--- config.mk ---
export PLATFORM = sky130hd
export DESIGN_NAME = servo_motion_sequencer
export DESIGN_NICKNAME = d
export VERILOG_FILES = /design/src/rtl/servo_motion_sequencer.sv
export SDC_FILE = /design/constraint.sdc
export NUM_CORES = 1
export LEC_CHECK = 0
export CAP_MARGIN = 20
export CORE_ASPECT_RATIO = 0.75
export CORE_MARGIN = 5
export CORE_UTILIZATION = 33
export CTS_BUF_LIST = sky130_fd_sc_hd__clkbuf_2 sky130_fd_sc_hd__clkbuf_4 sky130_fd_sc_hd__clkbuf_8
export DETAILED_ROUTE_END_ITERATION = 7
export HOLD_SLACK_MARGIN = 0.12
export PLACE_DENSITY = 0.51
export SKIP_LAST_GASP = 1
export SYNTH_ARGS = -nofsm -noshare
export SYNTH_HDL_FRONTEND = slang
export SYNTH_SLANG_ARGS = --single-unit
--- constraint.sdc ---
create_clock -name clk -period 21.6 [get_ports clk]
set_clock_uncertainty 0.1 [all_clocks]
set_input_delay 2.16 -clock clk [delete_from_list [all_inputs] [get_ports clk]]
set_output_delay 2.16 -clock clk [all_outputs]
set_load 0.05 [all_outputs]
--- src/rtl/servo_motion_sequencer.sv ---
// Three-joint servo pose sequencer: slews base, shoulder, elbow one at a time toward a latched target.
// Optional target clamping to [MIN_PULSE, MAX_PULSE] with limit_hit pulse when SERVO_SOFT_LIMIT_EN is defined.
module servo_motion_sequencer #(
  parameter int WIDTH        = 24,
  parameter int TICK_CYCLES  = 200000,
  parameter int STEP         = 100,
  parameter int HOME         = 150000,
  parameter int MIN_PULSE    = 100000,
  parameter int MAX_PULSE    = 200000,
  parameter int SETTLE_TICKS = 50
) (
  input  logic             clk,
  input  logic             reset,
  input  logic             cmd_valid,
  output logic             cmd_ready,
  input  logic [WIDTH-1:0] cmd_base,
  input  logic [WIDTH-1:0] cmd_shoulder,
  input  logic [WIDTH-1:0] cmd_elbow,
  output logic [WIDTH-1:0] base_angle,
  output logic [WIDTH-1:0] shoulder_angle,
  output logic [WIDTH-1:0] elbow_angle,
  output logic             pwm_en,
  output logic             busy,
  output logic [2:0]       state,
  output logic             limit_hit
);

  localparam logic [2:0] IDLE          = 3'd0;
  localparam logic [2:0] MOVE_BASE     = 3'd1;
  localparam logic [2:0] MOVE_SHOULDER = 3'd2;
  localparam logic [2:0] MOVE_ELBOW    = 3'd3;
  localparam logic [2:0] SETTLE        = 3'd4;

  localparam int TCW = (TICK_CYCLES > 1) ? $clog2(TICK_CYCLES) : 1;
  localparam int SCW = (SETTLE_TICKS > 0) ? $clog2(SETTLE_TICKS + 1) : 1;
  localparam logic [TCW-1:0]   TICK_LAST   = TCW'(TICK_CYCLES - 1);
  localparam logic [SCW-1:0]   SETTLE_LAST = SCW'(SETTLE_TICKS);
  localparam logic [WIDTH-1:0] STEP_W      = WIDTH'(STEP);
  localparam logic [WIDTH-1:0] HOME_W      = WIDTH'(HOME);

  logic [TCW-1:0]          tick_cnt_q, tick_cnt_d;
  logic                    tick;
  logic [2:0]              state_q, state_d;
  logic [SCW-1:0]          settle_q, settle_d;
  logic                    pwm_en_q, pwm_en_d;
  logic [2:0][WIDTH-1:0]   cur_q, cur_d;
  logic [2:0][WIDTH-1:0]   tgt_q, tgt_d;
  logic [2:0][WIDTH-1:0]   in_tgt;
  logic [1:0]              joint;

  // Move toward tgt by at most STEP; the bounded difference keeps unsigned math from wrapping.
  function automatic logic [WIDTH-1:0] slew(input logic [WIDTH-1:0] cur,
                                            input logic [WIDTH-1:0] tgt);
    if (tgt > cur) return ((tgt - cur) > STEP_W) ? cur + STEP_W : tgt;
    else           return ((cur - tgt) > STEP_W) ? cur - STEP_W : tgt;
  endfunction

`ifdef SERVO_SOFT_LIMIT_EN
  localparam logic [WIDTH-1:0] MIN_W = WIDTH'(MIN_PULSE);
  localparam logic [WIDTH-1:0] MAX_W = WIDTH'(MAX_PULSE);
  logic limit_q, limit_d;

  function automatic logic [WIDTH-1:0] clamp(input logic [WIDTH-1:0] v);
    if (v < MIN_W)      return MIN_W;
    else if (v > MAX_W) return MAX_W;
    else                return v;
  endfunction

  always_comb begin
    in_tgt  = {clamp(cmd_elbow), clamp(cmd_shoulder), clamp(cmd_base)};
    limit_d = (state_q == IDLE) && cmd_valid &&
              (in_tgt != {cmd_elbow, cmd_shoulder, cmd_base});
  end

  always_ff @(posedge clk or posedge reset) begin
    if (reset) limit_q <= 1'b0;
    else       limit_q <= limit_d;
  end

  assign limit_hit = limit_q;
`else
  always_comb in_tgt = {cmd_elbow, cmd_shoulder, cmd_base};
  assign limit_hit = 1'b0;
`endif

  assign tick  = (tick_cnt_q == TICK_LAST);
  assign joint = state_q[1:0] - 2'd1;

  always_comb begin
    tick_cnt_d = tick ? '0 : tick_cnt_q + 1'b1;
    state_d    = state_q;
    settle_d   = '0;
    pwm_en_d   = pwm_en_q;
    cur_d      = cur_q;
    tgt_d      = tgt_q;
    case (state_q)
      IDLE: begin
        if (cmd_valid) begin
          tgt_d    = in_tgt;
          pwm_en_d = 1'b1;
          state_d  = MOVE_BASE;
        end
      end
      MOVE_BASE, MOVE_SHOULDER, MOVE_ELBOW: begin
        if (cur_q[joint] == tgt_q[joint]) state_d = state_q + 3'd1;
        else if (tick)                    cur_d[joint] = slew(cur_q[joint], tgt_q[joint]);
      end
      SETTLE: begin
        settle_d = settle_q;
        if (settle_q == SETTLE_LAST) state_d  = IDLE;
        else if (tick)               settle_d = settle_q + 1'b1;
      end
      default: state_d = IDLE;
    endcase
  end

  always_ff @(posedge clk or posedge reset) begin
    if (reset) begin
      tick_cnt_q <= '0;
      state_q    <= IDLE;
      settle_q   <= '0;
      pwm_en_q   <= 1'b0;
      cur_q      <= {3{HOME_W}};
      tgt_q      <= {3{HOME_W}};
    end else begin
      tick_cnt_q <= tick_cnt_d;
      state_q    <= state_d;
      settle_q   <= settle_d;
      pwm_en_q   <= pwm_en_d;
      cur_q      <= cur_d;
      tgt_q      <= tgt_d;
    end
  end

  assign cmd_ready      = (state_q == IDLE);
  assign busy           = (state_q != IDLE);
  assign state          = state_q;
  assign pwm_en         = pwm_en_q;
  assign base_angle     = cur_q[0];
  assign shoulder_angle = cur_q[1];
  assign elbow_angle    = cur_q[2];

endmodule
==> metrics.cfg <==
[sta]
layout_min_cycle_time_ns = 6.658
timing.final.ws_setup_ns = 14.94
fin_crit_sh = 0.3082
rsz0062_at_grt = no
setup_viol = 0
setup_total_negative_slack_ns = 0
max_freq_ghz = 0.1502
slew-limit-headroom = 0.3372
final.hold.worst_slack_ns = 0.3856
worst_pin_slew_ns = 0.9818
slew_violations = 0
timing_hold_violations_final = 0

[clocking]
postCtsResizedCells = 0
tritoncts = yes
number_of_buffers_created_by_cts = 17
clkLatencyLatePin_ns = 0.48
clock_tree.htree_level_count = 4
cts.hold.buffers_added = 0
clk_transition_reported_paths_ns = 0.10
clock_sink_count = 172
clock_tree.root_cell = clkbuf_8
clk_path_buf_depth = 2
cts_post_setup_buffers_inserted = 0

[synth]
ys.flop_type = dfrtp_1
syn_avg_cell_area_um2 = 9.329
synth-seq-area-share = 0.3635
synth_nets = 1420
async_flop_share = 1.000
postSynthCellCount = 1287
synth-seq-cells = 172
netlist_area_um2 = 12010
synth_adder_area_share = 0.06044
ys_types = 71
yosys_warnings = 0
combinational_family_with_the_most_area_after_synthesis = multiplexers
synth_top_cells_by_area = dfrtp_1, mux2_2, dfstp_2
synth_compound_gate_area_share = 0.1582
synth-edff-count = 0
synth-xor-area-share = 0.05909
yosys-mux-area-fraction = 0.1716
synthDominantAreaCellType = dfrtp_1
simple_gate_portion_of_the_synthesized_area = 0.1434
synth_largest_type_area_fraction = 0.2584

[worst_setup_path]
reg2reg_from = state[0]$_DFFE_PP0P_
worst_r2r_endpoint = shoulder_angle[1]$_DFFE_PP0P_
crit_path_cell_chain = buf_4 > nor2b_4 > buf_4 > a22oi_1 > ha_1 > a21oi_1 > o21ai_0 > nor3_1 > o21ai_1 > mux2i_1 > or4_1 > or4_4 > mux2i_4 > mux2i_1 > o21ai_1
critical_path.max_stage_delay_ns = 0.75
worstPathRequired_ns = 21.85
crit_path_start_kind = flip-flop
worstSetupPathType = reg2reg
timing.reg2reg.worst_path_depth = 15
worst-endpoint-arrival_ns = 6.91
timing.critical_path.slowest_stage_cell = or4_4
setup.worst_path.end_class = flip-flop
setup.reg_to_reg.worst_slack_ns = 14.94
critical_path_peak_fanout = 55

[die]
initial_utilization = 0.3346
io_pins = 154
fp.dieW_um = 230.3
fp.dieArea_um2 = 40340
fp-row-count = 60
die-height_um = 175.2
core_area_um2 = 35880

[global_route]
grt.overflow.total = 0
grt_pass1_wl_mm = 60.45
grt_start_max_net_pins = 111
first_global_vias = 9864
grt_antenna_before_repair = 0
grt_use_total = 0.1902

[hold_path]
holdPathEnd = pwm_en$_DFFE_PP0P_
min-delay-start = pwm_en$_DFFE_PP0P_
cell_count_of_the_worst_hold_path = 1
hold_path_class = reg2reg

[route]
total_detailed_routing_wirelength_mm = 39.20
avgViaCountPerCell = 5.395
remaining_drc_errors = 0
drt-initial-drc-count = 811
drt_pass1_iterations = 5
post_drt_wl_per_cell_um = 20.83
num_vias = 10153
routed_antenna_nets = 0

[power_and_ir_drop]
cellLeakagePower_nw = 6.521
cellPowerDensity_nw_per_um2 = 41.13
irDropWorstVdd_mv = 0.03020

[layout]
post_layout_nonfiller_instances = 1882
final_util = 0.4014
finalNetCount = 1537
area_growth_syn_to_layout_pct = 19.98
drive_above_1_share = 0.1729
leading_cell_types_in_the_layout_fill_and_taps_excluded = clkdlybuf4s50_1, mux2_2, nand2_1, dfrtp_1
antenna_cells = 0
mostFrequentLayoutCell = clkdlybuf4s50_1

[placement]
io_buffer_count = 152
dpl_wire_length_mm = 29.62
numPlacedInstances = 1849
place_ws_ns = 15.02
gp_congestion = 0.9023

[run_status]
outcome = finished, final reports clean

[job]
cap_viol_max_count = 0

==> kinds of logic (layout without fill, tap and decap cells) <==
group                    count (synthesis)  in the layout
flip-flops                             172            172
buffers and inverters                  130            260
AO/OA/AOI/OAI                          295            295
other                                    1              1
AND/OR/NAND/NOR                        362            362
adder cells (fa/ha/maj)                 58             58
XOR/XNOR                                81             81
multiplexers                           188            188
==> layer usage <==
metal	GRT usage	routed length, um	up-vias
met5	0	0	-
met2	0.3085	18150	261
met1	0.2752	18840	5032
met3	0.03054	1912	22
met4	0.02639	291	0
li1	-	-	4838
==> registers in the layout, summed over array words and instances, names as in the netlist <==
name,cells
base_angle,24
elbow_angle,24
pwm_en,1
settle_q,6
shoulder_angle,24
state,3
tgt_q,72
tick_cnt_q,18
==> synthesized netlist by cell type (all sizes together) (34+ instances only) <==
library cell  number
o21ai             67
o31ai             34
inv               62
mux2i             55
dfrtp            124
dfstp             48
mux2             133
nor2              82
xnor2             60
ha                58
a21oi             84
clkbuf            44
nand2            126
==> cell type report <==
class,instances,area (um^2)
fill,3576,21480
multi-input combinational,985,7152
sequential,172,4365
timing repair buffer,166,1647
tap,465,581.8
clock buffer,22,290.3
inverter,62,237.7
clock inverter,10,131.4
==> worst max-delay path: cells and delay by family (launching register included) <==
family,cells,cell delay (ns)
simple gates,4,2.38
flops,1,0.37
mux,3,0.81
fa+ha+maj,1,0.50
compound gates,5,1.22
buf+inv,2,1.12
==> per-stage QoR <==
| stage | instance area [um^2] | total power [mW] |
|---|---|---|
| after floorplan | 12010 | 0.3335 |
| after global placement | 13960 | 0.3503 |
| after detailed placement | 13960 | 0.3503 |
| after CTS | 14380 | 0.6024 |
| after global routing | 14410 | 0.6161 |
| final | 14410 | 0.5925 |
==> worst max-delay path by stage <==
stage	cells after the start	from	end
6_report	15	state[0]$_DFFE_PP0P_	shoulder_angle[1]$_DFFE_PP0P_
5_1_grt	15	state[0]$_DFFE_PP0P_	elbow_angle[1]$_DFFE_PP0P_
4_1_cts	15	state[0]$_DFFE_PP0P_	elbow_angle[10]$_DFFE_PP0P_
3_5_place_dp	15	state[0]$_DFFE_PP0P_	elbow_angle[10]$_DFFE_PP0P_
3_3_place_gp	19	state[1]$_DFFE_PP0P_	elbow_angle[10]$_DFFE_PP0P_
2_1_floorplan	27	state[0]$_DFFE_PP0P_	base_angle[10]$_DFFE_PP0P_
==> where the power goes <==
group | internal [mW] | switching (mW) | total, mW
Combinational | 0.0125 | 0.00937 | 0.0218
Sequential | 0.322 | 0 | 0.322
Clock | 0.117 | 0.131 | 0.248
Total | 0.452 | 0.141 | 0.592
(Power assumes the default switching activity.)
